[src/rtl/cordic_pkg.sv]
// Shared types and constants for the CORDIC request arbiter.
package cordic_pkg;

    localparam int DEFAULT_DATA_W = 16;

    localparam int SEL_SIN  = 0;
    localparam int SEL_COS  = 1;
    localparam int SEL_TAN  = 2;
    localparam int SEL_ATAN = 3;

    typedef enum logic [1:0] {
        IDLE,
        ISSUE,
        WAIT,
        DONE
    } cordic_state_t;

    function automatic logic sel_is_onehot(input logic [3:0] sel);
        return (sel == 4'(1 << SEL_SIN))  || (sel == 4'(1 << SEL_COS)) ||
               (sel == 4'(1 << SEL_TAN))  || (sel == 4'(1 << SEL_ATAN));
    endfunction

endpackage

[src/rtl/rr_arb2.sv]
// Two-way round-robin grant with its last-granted pointer.
module rr_arb2 (
    input  logic       clk,
    input  logic       rst,
    input  logic [1:0] req,
    input  logic       update,
    input  logic       upd_id,
    output logic [1:0] grant,
    output logic       grant_id
);

    logic last_id;

    // Reset value 1 makes requester 0 the winner of the first contention.
    always_ff @(posedge clk or posedge rst) begin
        if (rst) begin
            last_id <= 1'b1;
        end else if (update) begin
            last_id <= upd_id;
        end
    end

    always_comb begin
        grant_id = 1'b0;
        grant    = '0;
        if (req == 2'b11) begin
            grant_id = ~last_id;
        end else begin
            grant_id = req[1];
        end
        if (req != 2'b00) begin
            grant = grant_id ? 2'b10 : 2'b01;
        end
    end

endmodule

[src/rtl/cordic_arb.sv]
// Arbitrates two requesters onto one shared fixed-latency CORDIC core.
// Optional CORDIC_ARB_SELCHK_EN: non-one-hot selects bypass the core with res_err=1.
module cordic_arb
    import cordic_pkg::*;
#(
    parameter int LATENCY = 6,
    parameter int DATA_W  = DEFAULT_DATA_W
) (
    input  logic                   clk,
    input  logic                   rst,
    input  logic [1:0]             req_valid,
    output logic [1:0]             req_ready,
    input  logic [1:0][DATA_W-1:0] req_angle,
    input  logic [1:0][DATA_W-1:0] req_another,
    input  logic [1:0][3:0]        req_select,
    output logic                   core_start,
    output logic [DATA_W-1:0]      core_angle,
    output logic [DATA_W-1:0]      core_another,
    output logic [3:0]             core_select,
    input  logic [DATA_W-1:0]      core_out,
    output logic                   res_valid,
    output logic                   res_id,
    output logic [DATA_W-1:0]      res_data,
    output logic                   res_err,
    input  logic                   res_ready
);

    localparam int CNT_W = (LATENCY > 1) ? $clog2(LATENCY) : 1;
    localparam logic [CNT_W-1:0] CNT_LAST = CNT_W'(LATENCY - 1);

    cordic_state_t    state;
    cordic_state_t    state_nxt;
    logic [CNT_W-1:0] cnt;
    logic [1:0]       grant;
    logic             grant_id;
    logic             accept;
    logic             done_xfer;
    logic             sel_bad;

    assign accept    = (state == IDLE) && (req_valid != 2'b00);
    assign done_xfer = (state == DONE) && res_ready;

    rr_arb2 u_rr_arb2 (
        .clk      (clk),
        .rst      (rst),
        .req      (req_valid),
        .update   (done_xfer),
        .upd_id   (res_id),
        .grant    (grant),
        .grant_id (grant_id)
    );

`ifdef CORDIC_ARB_SELCHK_EN
    logic err_q;

    assign sel_bad = !sel_is_onehot(req_select[grant_id]);

    always_ff @(posedge clk or posedge rst) begin
        if (rst) begin
            err_q <= 1'b0;
        end else if (accept) begin
            err_q <= sel_bad;
        end
    end

    assign res_err = err_q;
`else
    assign sel_bad = 1'b0;
    assign res_err = 1'b0;
`endif

    always_ff @(posedge clk or posedge rst) begin
        if (rst) begin
            state <= IDLE;
        end else begin
            state <= state_nxt;
        end
    end

    always_comb begin
        state_nxt = state;
        case (state)
            IDLE:  if (req_valid != 2'b00) state_nxt = sel_bad ? DONE : ISSUE;
            ISSUE: state_nxt = WAIT;
            WAIT:  if (cnt == CNT_LAST) state_nxt = DONE;
            DONE:  if (res_ready) state_nxt = IDLE;
            default: state_nxt = IDLE;
        endcase
    end

    // rst also gates the ready path so every output reads 0 while reset is held.
    assign req_ready  = (state == IDLE && !rst) ? grant : 2'b00;
    assign core_start = (state == ISSUE);
    assign res_valid  = (state == DONE);

    always_ff @(posedge clk or posedge rst) begin
        if (rst) begin
            cnt          <= '0;
            core_angle   <= '0;
            core_another <= '0;
            core_select  <= '0;
            res_id       <= 1'b0;
            res_data     <= '0;
        end else begin
            if (accept) begin
                core_angle   <= req_angle[grant_id];
                core_another <= req_another[grant_id];
                core_select  <= req_select[grant_id];
                res_id       <= grant_id;
                if (sel_bad) begin
                    res_data <= '0;
                end
            end
            if (state == WAIT) begin
                if (cnt == CNT_LAST) begin
                    cnt      <= '0;
                    res_data <= core_out;
                end else begin
                    cnt <= cnt + 1'b1;
                end
            end
        end
    end

endmodule

[config.mk]
export PLATFORM = sky130hd
export DESIGN_NAME = cordic_arb
export DESIGN_NICKNAME = d
export VERILOG_FILES = /design/src/rtl/cordic_pkg.sv /design/src/rtl/rr_arb2.sv /design/src/rtl/cordic_arb.sv
export SDC_FILE = /design/constraint.sdc
export NUM_CORES = 1
export LEC_CHECK = 0
export BUFFER_PORTS_ARGS = -buffer_cell sky130_fd_sc_hd__buf_4
export CAP_MARGIN = 15
export CORE_ASPECT_RATIO = 0.75
export CORE_MARGIN = 1.5
export CORE_UTILIZATION = 44
export DETAILED_ROUTE_END_ITERATION = 12
export GPL_TIMING_DRIVEN = 0
export PLACE_DENSITY_LB_ADDON = 0.2
export SLEW_MARGIN = 20
export SYNTH_ARGS = -nofsm -noshare
export SYNTH_HDL_FRONTEND = slang
export SYNTH_SLANG_ARGS = --single-unit
[constraint.sdc]
create_clock -name clk -period 2.05 [get_ports clk]
set_clock_uncertainty 0.15 [all_clocks]
set_input_delay 0 -clock clk [delete_from_list [all_inputs] [get_ports clk]]
set_output_delay 0 -clock clk [all_outputs]
set_load 0.02 [all_outputs]
==> results.yml <==
cells_and_area:
  final_common_cell: "buf_4"
  layout-drive-gt1-share_pct: 39.0
  final_util_pct: 86.0
  final_nets: 621
  seq_area_sq_um: 1480
  fillers: 303
  syn_to_final_growth_pct: 87.0
  multi_input_area_sq_um: 1110
  layout_common_cells: "153 x buf_4, 90 x dlygate4sd3_1, 73 x a21oi_1, 58 x dfrtp_1, 42 x nand2_1"
power_and_ir_drop:
  p_int_mw: 3.98
  clkPwrFrac_pct: 15.5
  total_power_mw: 6.76
  p_per_area_nw_per_um2: 1340
  switching_share_pct: 41.0
  seq_power_share_pct: 32.0
  ir_worst_vdd_v: 0.000950
  switchingPower_mw: 2.77
  leakage_nw: 2.49
  p_comb_share_pct: 52.5
cts:
  clock-sinks: 59
  tritoncts: "yes"
  path_clk_slew_ps: 70
  numCtsBuffers: 9
  cts_buffer_depth: 2
  clk_latency_ps: 340
  cts_root_buffer: "clkbuf_8"
  htree_num_levels: 3
hold_path:
  worstHoldEndpoint: "state[0]"
  hp-start: "req_valid[0]"
  hold_path_class: "in2reg"
  holdPathStages: 4
setup_path:
  slowest_delay_ps: 400
  arrival_ps: 1770
  cp_max_fo: 10
  crit_type: "reg2out"
  worst_r2r_endpoint: "res_data[4]"
  r2r_setup_slack_ps: 170
  worst_path_max_delay_cell: "dfrtp_1"
  cp.required_ps: 1900
  worst_setup_path_end_kind: "primary output"
  startpoint_type: "flip-flop"
  reg2reg_from: "state[0]"
  reg2regPathDepth: 5
  crit_chain: "inv_1, ha_2, o21ai_1, clkbuf_2, nor3_2, buf_4"
timing:
  hold_viol: 0
  hold_slack_ps: 9.91
  finalSetupViolCount: 0
  max_freq_ghz: 0.521
  drv_slew: 0
  period_minus_slack_ps: 1920
  period_share_pct: 93.6
  rsz0062_at_grt: "no"
  layout_setup_ws_ps: 131
die:
  die-area_sq_um: 6610
  die_w_microns: 93.4
  row_count: 24
  num_io_pins: 151
  start_util_pct: 46.0
  die_h_microns: 70.8
  fp.coreArea_sq_um: 5860
yosys:
  yosys-top-cells-area: "dfrtp_1 54%, a21oi_1 14%, mux2_4 6.1%"
  synth-simple-area-share_pct: 13.1
  synth_fp_nets: 370
  synthCells: 272
  ys_seq_elements: 59
  synth_top_cell_area_share_pct: 53.9
  syn_area_sq_um: 2690
  yosysSeqAreaShare_pct: 54.9
  synth_compound_area_share_pct: 15.8
  synth_top_family_by_area: "compound AO/OA/AOI/OAI gates"
  ys_types: 28
  yosys_warnings: 0
  synth_area_per_cell_sq_um: 9.90
  yosysTopAreaCell: "dfrtp_1"
  ys.flop_type: "dfrtp_1"
  synth_edf_count: 0
  yosys.area_share.adder_pct: 2.32
  synthArstFlopShare_pct: 100
  muxShareOfSynthArea_pct: 9.06
  synth_xor_area_share_pct: 0.325
grt:
  grt_antenna_before_repair: 0
  globalRouteOverflowTotal: 0
  track_usage_pct: 31.5
  grt_pass1_wl_microns: 15800
  grt_pass1_vias: 3250
  grt_max_degree: 39
routing:
  num_vias: 3073
  antenna_left: 0
  via_per_inst: 5.06
  wl_per_cell_microns: 16.7
  dr.first_iter.drc_count: 151
  post-route-drc-count: 0
  drt_pre_antenna_iters: 4
  routed_wl_microns: 10100
placement:
  numPortBuffers: 149
  dp_hpwl_microns: 5660
  place_ws_ps: 193
  gp_congestion: 0.783
status:
  status: "finished, final reports clean"
run:
  drv_cap: 0
-- cell type report --
type	instances	share of cell area, %
plain buffers	18	2.11
clock inverters	5	1.04
diodes	1	0.0497
multi-input cells	192	22.0
flip-flops and latches	59	29.3
clock buffers	11	2.81
repair buffers	240	40.5
inverters	3	0.273
well taps	78	1.94
-- layer usage --
layer  global-route usage [%]  wire (microns)  vias up
met5                        0               0        -
met2                     55.3            5140      158
met4                     12.3             224        0
met1                     35.8            3960     1482
met3                     10.0             803       21
li1                         -               -     1412
-- state kept, by name, indices dropped and copies added (netlist names) --
| signal | cells |
|---|---|
| res_id | 1 |
| core_another | 16 |
| cnt | 3 |
| core_select | 4 |
| u_rr_arb2.last_id | 1 |
| core_angle | 16 |
| res_data | 16 |
| state | 2 |
-- synth_stat cells, types with 2 or more instances --
cell	count
ha_1	5
buf_2	12
mux2_2	7
inv_1	3
a21oi_1	73
mux2_4	11
nor2_1	38
nor3_1	2
dfrtp_1	58
buf_4	4
nand2_1	42
-- through the flow --
| step | cell area (sq um) | std cells | setup TNS (ps) |
|---|---|---|---|
| 2_1_floorplan | 2690 | 272 | 0 |
| 3_3_place_gp | 3910 | 499 | -20550 |
| 3_5_place_dp | 3930 | 500 | 0 |
| 4_1_cts | 5030 | 606 | 0 |
| 5_1_grt | 5040 | 606 | 0 |
| 6_report | 5040 | 607 | 0 |
-- worst max-delay path, delay by kind of cell (launching register included) --
kind / cells / cell delay (ps)
buffers and inverters: 3 / 520
AND/OR/NAND/NOR: 1 / 190
flip-flops: 1 / 400
AO/OA/AOI/OAI: 1 / 90
adder cells (fa/ha/maj): 1 / 240
-- logic make-up after synthesis --
kind of cell	after synthesis
buffers and inverters	21
and+or+nand+nor	86
adders and majority gates	5
xor gates and xnor gates	1
other	1
AOI/OAI and AO/OA	81
DFF	59
muxes	18
-- worst max-delay path by stage --
stage          startpoint           end  slack, ps  cells past startpoint
6_report         state[0]  req_ready[0]        130                      6
5_1_grt          state[1]  req_ready[0]         10                      6
4_1_cts          state[0]  req_ready[0]         60                      6
3_5_place_dp     state[0]   res_data[7]        190                      5
3_3_place_gp          rst   res_data[2]       -360                      2
2_1_floorplan    state[0]      state[1]        370                      4
-- repair_timing --
item | 4_1_cts | 5_1_grt
buffers inserted | 0 | 0
endpoints found under the setup margin | 1 | 1
hold endpoints to repair | 112 | 0
resized for setup | 1 | 2
hold buffers | 90 | 0
-- power by group through the flow --
stage	clock, mW	combinational (mW)	sequential [mW]
after floorplan	0	1.31	2.76
after global placement	0	3.23	2.13
after detailed placement	0	3.32	2.15
after CTS	1.06	3.47	2.14
after global routing	1.11	3.79	2.23
final	1.05	3.55	2.16
Note: power is estimated with default switching activity, not from simulation.
